### config.mk
export PLATFORM = sky130hd
export DESIGN_NAME = gray_count_ctrl
export DESIGN_NICKNAME = d
export VERILOG_FILES = /design/src/rtl/gray_count_ctrl.sv
export SDC_FILE = /design/constraint.sdc
export NUM_CORES = 1
export LEC_CHECK = 0
export CAP_MARGIN = 15
export CELL_PAD_IN_SITES_DETAIL_PLACEMENT = 1
export CELL_PAD_IN_SITES_GLOBAL_PLACEMENT = 2
export CORE_MARGIN = 4
export CORE_UTILIZATION = 26
export DETAILED_ROUTE_END_ITERATION = 7
export PLACE_DENSITY = 0.79
export SETUP_SLACK_MARGIN = 0.2
export SYNTH_ARGS = -nofsm -noshare
export SYNTH_HDL_FRONTEND = slang
export SYNTH_SLANG_ARGS = --single-unit
### constraint.sdc
create_clock -name clk -period 1.82 [get_ports clk]
set_input_delay 0.182 -clock clk [delete_from_list [all_inputs] [get_ports clk]]
set_output_delay 0.182 -clock clk [all_outputs]
set_load 0.1 [all_outputs]
### src/rtl/gray_count_ctrl.sv
// Sequencer for a WIDTH-bit binary/Gray counter: one-shot or wrapping count,
// up or down between 0 and a latched limit, with pause and abort.
module gray_count_ctrl #(
  parameter int WIDTH = 4
) (
  input  logic             clk,
  input  logic             rst,
  input  logic             start,
  input  logic             stop,
  input  logic             pause,
  input  logic             dir,
  input  logic             mode,
  input  logic [WIDTH-1:0] limit,
  output logic [WIDTH-1:0] count,
  output logic [WIDTH-1:0] gray,
  output logic             busy,
  output logic             done,
  output logic             wrap
);

  typedef enum logic [1:0] {
    IDLE  = 2'd0,
    RUN   = 2'd1,
    PAUSE = 2'd2
  } state_t;

  state_t           state_q, state_d;
  logic [WIDTH-1:0] count_q, count_d;
  logic [WIDTH-1:0] lim_q, lim_d;
  logic             dir_q, dir_d;
  logic             mode_q, mode_d;
  logic             done_q, done_d;
  logic             wrap_q, wrap_d;
  logic [WIDTH-1:0] start_val, end_val;

  function automatic logic [WIDTH-1:0] to_gray(input logic [WIDTH-1:0] b);
    return b ^ (b >> 1);
  endfunction

  // Endpoints follow the latched direction: up runs 0..lim_q, down runs lim_q..0.
  assign start_val = dir_q ? lim_q : '0;
  assign end_val   = dir_q ? '0 : lim_q;

  always_comb begin
    state_d = state_q;
    count_d = count_q;
    lim_d   = lim_q;
    dir_d   = dir_q;
    mode_d  = mode_q;
    done_d  = 1'b0;
    wrap_d  = 1'b0;
    case (state_q)
      IDLE: begin
        if (start) begin
          lim_d   = limit;
          dir_d   = dir;
          mode_d  = mode;
          count_d = dir ? limit : '0;
          state_d = RUN;
        end
      end
      RUN: begin
        if (stop) begin
          state_d = IDLE;
        end else if (pause) begin
          state_d = PAUSE;
        end else if (count_q != end_val) begin
          count_d = dir_q ? count_q - WIDTH'(1) : count_q + WIDTH'(1);
        end else if (!mode_q) begin
          state_d = IDLE;
          done_d  = 1'b1;
        end else begin
          count_d = start_val;
          wrap_d  = 1'b1;
        end
      end
      PAUSE: begin
        // Resume edge only changes state; stepping restarts on the next edge.
        if (stop) begin
          state_d = IDLE;
        end else if (!pause) begin
          state_d = RUN;
        end
      end
      default: state_d = IDLE;
    endcase
  end

  always_ff @(posedge clk) begin
    if (rst) begin
      state_q <= IDLE;
      count_q <= '0;
      lim_q   <= '0;
      dir_q   <= 1'b0;
      mode_q  <= 1'b0;
      done_q  <= 1'b0;
      wrap_q  <= 1'b0;
    end else begin
      state_q <= state_d;
      count_q <= count_d;
      lim_q   <= lim_d;
      dir_q   <= dir_d;
      mode_q  <= mode_d;
      done_q  <= done_d;
      wrap_q  <= wrap_d;
    end
  end

  assign count = count_q;
  assign gray  = to_gray(count_q);
  assign busy  = (state_q == RUN) || (state_q == PAUSE);
  assign done  = done_q;
  assign wrap  = wrap_q;

endmodule

# Word-level counts from Yosys, hierarchy flattened

Cells that the tools add are included.

Bits in registers: 14
Logic and storage cells: 48
Input bits: 11
Output and inout bits: 11

Reductions and logical operators: 7
Add/sub/neg operators: 2
Bitwise gates (word level): 2
Mux-type cells: 20
Equal/unequal tests: 10

Operators by type and width:

| cell                | number |
|---|---|
| $mux 4              | 9 |
| $mux 2              | 7 |
| $ne 4x4->1 const B  | 2 |
| $pmux 4 s2          | 1 |
| $ne 2x2->1 const B  | 3 |
| $ne 3x3->1 const B  | 2 |
| $pmux 2 s3          | 1 |
| $reduce_and 5->1    | 1 |
| $reduce_or 5->1     | 1 |
| $add 4x1->4 const B | 1 |
| $ne 4x4->1          | 1 |
| $reduce_and 4->1    | 1 |
| $sub 4x1->4 const B | 1 |
| $xor 4x3->4         | 1 |
| $eq 2x1->1 const B  | 1 |
| $eq 2x2->1 const B  | 1 |
| $logic_not 2->1     | 1 |
| $mux 1              | 2 |
| $reduce_and 2->1    | 1 |
| $reduce_bool 2->1   | 1 |
| $logic_or 1x1->1    | 1 |
| $not 1->1           | 1 |

# Depth between registers and ports, before layout

Gate-level depths: netlist of run 1.

Depth after elaboration: 6
Mapped depth: 8
Depth with buffers taken out: 7

# Worst setup path before layout of run 1

OpenSTA, ideal clock, no wires.

Kind: reg2out
Start: register count_q[3], in the netlist count[3]
End: output port gray[2]
Path buffers: 1
Required time: 1.638 ns
Cell stages (with the launch flop): 3
Arrival time: 2.730 ns
Path slack: -1.092 ns
Cells stage by stage: dfxtp_1 -> clkbuf_1 -> xor2_1

Cells in the longest elaborated chain, start to end: 1

Ends and longest elaborated chain:

| what                   | line | text |
|---|---|---|
| start, declared        | 28   | `logic [WIDTH-1:0] count_q, count_d;` |
| start signal, assigned | 100  | `count_q <= count_d;` |
| $xor 4x3->4            | 37   | `return b ^ (b >> 1);` |
| end, declared          | 15   | `output logic [WIDTH-1:0] gray,` |

Every way passes these cells.

# Worst setup path after layout of run 1

Start: register count_q[2], in the netlist count[2]
End: register count_q[1], in the netlist count[1]

Cells in the longest elaborated chain, start to end: 5
Elaborated cells on any way between the ends: 7
Classes of those cells: eq/ne: 2; mux: 4; reduce/logical: 1

Ends and longest elaborated chain:

| what         | line | text |
|---|---|---|
| $ne 4x4->1 * | 67   | `end else if (count_q != end_val) begin` |
| $mux 4       | 67   |  |
| $mux 4       | 65   | `end else if (pause) begin` |
| $mux 4       | 63   | `if (stop) begin` |
| $pmux 4 s2   | 52   | `case (state_q)` |

Mark *: on every way between the ends. The rest lies on a longest branch, timed or not. The select of a mux whose other input is x is not followed.
A chain may end at the register's enable or synchronous reset.

==> results of run 1 <==
## cells in the final DEF (no fill, tap or decap), types with 2 or more instances in the layout
cell type	instances
xor2_2	2
xor2_1	4
ha_1	5
o21ai_1	3
a211o_1	2
nand3b_1	3
clkbuf_8	4
nand3_1	13
clkdlybuf4s50_1	10
mux2_4	2
mux2i_1	2
dfxtp_1	8
nor2_1	7
buf_4	29
nand2b_1	3
a21oi_1	12
inv_1	8
buf_12	4
a311oi_2	2
nor2b_1	4
nor4_1	2
dfxtp_4	5
nand2_1	15
a21oi_2	2
## worst max-delay path by stage
stage                           to  cells past startpoint
after floorplan           count[3]                      6
after CTS                 count[3]                      5
final                     count[1]                      5
after global routing      count[1]                      5
after detailed placement  count[1]                      5
after global placement    count[1]                      5
## per-layer routing
layer	share of wire, %	wire, microns	track usage, %	vias up
li1	-	-	-	549
met1	43	1565	17.67	557
met2	53	1912	26.02	18
met3	2.7	97	2.632	7
met4	1.5	55	5.846	0
met5	0	0	0	-
## layout make-up
cell class,instances,area (sq um)
multi-input combinational,103,829.5
fill,442,2126
sequential,14,300.3
inverter,8,30.03
clock buffer,4,55.05
tap,48,60.06
timing repair buffer,43,397.9
## worst register-to-register path: cells and delay by family, from the launching register on
| kind | cells | cell delay, ps |
|---|---|---|
| compound gates | 3 | 570 |
| simple gates | 1 | 540 |
| flops | 1 | 340 |
| mux | 1 | 320 |
## logic make-up (layout without fill, tap and decap cells)
logic type	Yosys count	after routing
flip-flops	14	14
AND/OR/NAND/NOR	53	53
multiplexers	4	4
buffers and inverters	16	55
adder cells (fa/ha/maj)	7	7
XOR/XNOR	7	7
AO/OA/AOI/OAI	32	32
## what timing repair did
item / in CTS / in global routing
setup endpoints to repair: 8 / 8
pin swaps: 2 / 4
resized for setup: 2 / 6
setup buffers: 1 / 5
## flip-flops by register name (all words and copies together) (netlist names)
register,count
count,4
dir_q,1
done,1
lim_q,4
mode_q,1
state_q,2
wrap,1
## stage by stage
stage / utilization (%) / setup slack [ps] / hold slack [ps] / cells
after global routing: 44.04 / -121.3 / 522.7 / 220
after floorplan: - / -51.53 / 329.5 / 133
after detailed placement: 40.42 / -45.74 / 476.9 / 210
after global placement: 40.42 / 57.27 / 474.4 / 210
after CTS: 42.16 / -73.19 / 491.1 / 215
final: 44.04 / -60.43 / 489.2 / 220
==> run metrics, run 1 <==
Min-Delay Path Class=flop to flop; GP Congestion=just under 1; FMAX=531.8 MHz; Setup Skew=1.655 ps; Synth area leaders=dfxtp_1 26%, ha_1 7.1%, a21oi_1 6.6%; delay-heaviest family, CP=compound AO/OA/AOI/OAI gates; Commonest cells post-synth=15 x nand2_1, 14 x a21oi_1, 14 x dfxtp_1; Yosys warnings=0; failing checks=setup timing; Adder-Cell Fraction of Synth Area=approximately 8.9%; final hold viol count=0; worst r2r path cells=5; worst-path maximum fanout=3; fraction of layout cells with a size suffix above 1=a little over a third; Via Count=1,131; RSZ-0062 raised after global routing=yes; crit path DAT=2030 ps; core area=~3800 sq um; Slew Viols, Final=0; critical path startpoint category=flop; Period minus WS final=1880 ps; worst r2r src=count[2]; CTS root buf=clkbuf_8; Avg Inst Size Synth=8.006 sq um; flop2flop setup slack=-60 ps; FF+latch count, synth=14; WP buf/inv=0; clk slew on worst S/H paths=approximately 60 ps; hold path depth=2; crit path launch=count[2]; initial antenna violation count=0; compound-cell area share of the yosys netlist=22.68%; hpwl dp=2919 microns; Setup WS post-layout=-60.43 ps; EDFF count, synth=0; Slew HR=approximately three quarters; Setup CP Type=flop to flop; most numerous cell in the Yosys netlist=nand2_1; post-route ant nets=0; peak per-stage delay on the critical path=540 ps; Syn Nets=151; vias in the first global route=1,250; synthesized instance count=133; CTS tree=built; MaxCap Viol Count=0; routed wire length=3630 microns; Reg2Reg Capture Point=count[1]; Die X=72.00 microns; HP Start=lim_q[1]; Post-synth top flop=dfxtp_1; Setup violations, final=2; Max Buffers Root-to-Sink=2; pin count of the biggest net entering global routing=13; main combinational cell family by area after synthesis=simple AND/OR/NAND/NOR gates; crit share post-route=103.3%; Yosys top cell area share=26.32%; crit end category=flop; clk sinks=14; initial cell density of the core=roughly 28%; status=complete, but fails checks; Yosys cell types=39; hold buffer count at cts=0; mux cell area share after synthesis=4.348%; H-tree levels=1; Inserted Diodes=0; Async SR Flop Fraction=0%; GRT Overall Usage=14.77%; IO Port Bufs=21; first drt pass iteration count=4; Worst-Skew Late Latency=about 250 ps; DIE AREA=about 5200 sq um; Final Instance Area=1673 sq um; Setup TNS=-91.59 ps; placed cell areas=1535 sq um; XOR/XNOR Fraction of Synth Area=under 10%; Post-Synth Simple-Gate Area=25.97%; largest area contributor in the netlist=dfxtp_1; CTS Buf Count=3; Syn Std Cell Area=1065 sq um; Avg Vias per Cell=5.141; worst path required time=just under 2000 ps; Cell Rows=22; Layout area overhead=57.11%; detailed-route wire length per cell=about 17 microns; DRC violations left=0; Crit-path slowest cell=or4b_4; I/O pin cnt=22; total congestion overflow=0; Iteration-0 DRC Markers=just under 60; worst hold endpoint=lim_q[1]; crit-path cells=or4b_4 > o32ai_4 > o22ai_4 > mux2_4 > a311oi_2; Final Net Count=191; die height=a little over 70 microns; first-pass GRT wire length=6030 microns; register area share after synthesis=about a quarter; Worst Tran Pin Value=385.3 ps
Power of run 1 is left out: the tool's default activity adds up to more than one toggle a clock period on the data nets, which glitch-free logic cannot reach.
==> run 2: changes to the inputs <==
CAP_MARGIN = 30   (was 15)
==> results of run 2 <==
No change in the layout: final DEF, timing and power equal those of run 1.
Power of run 2 is left out for the same reason.
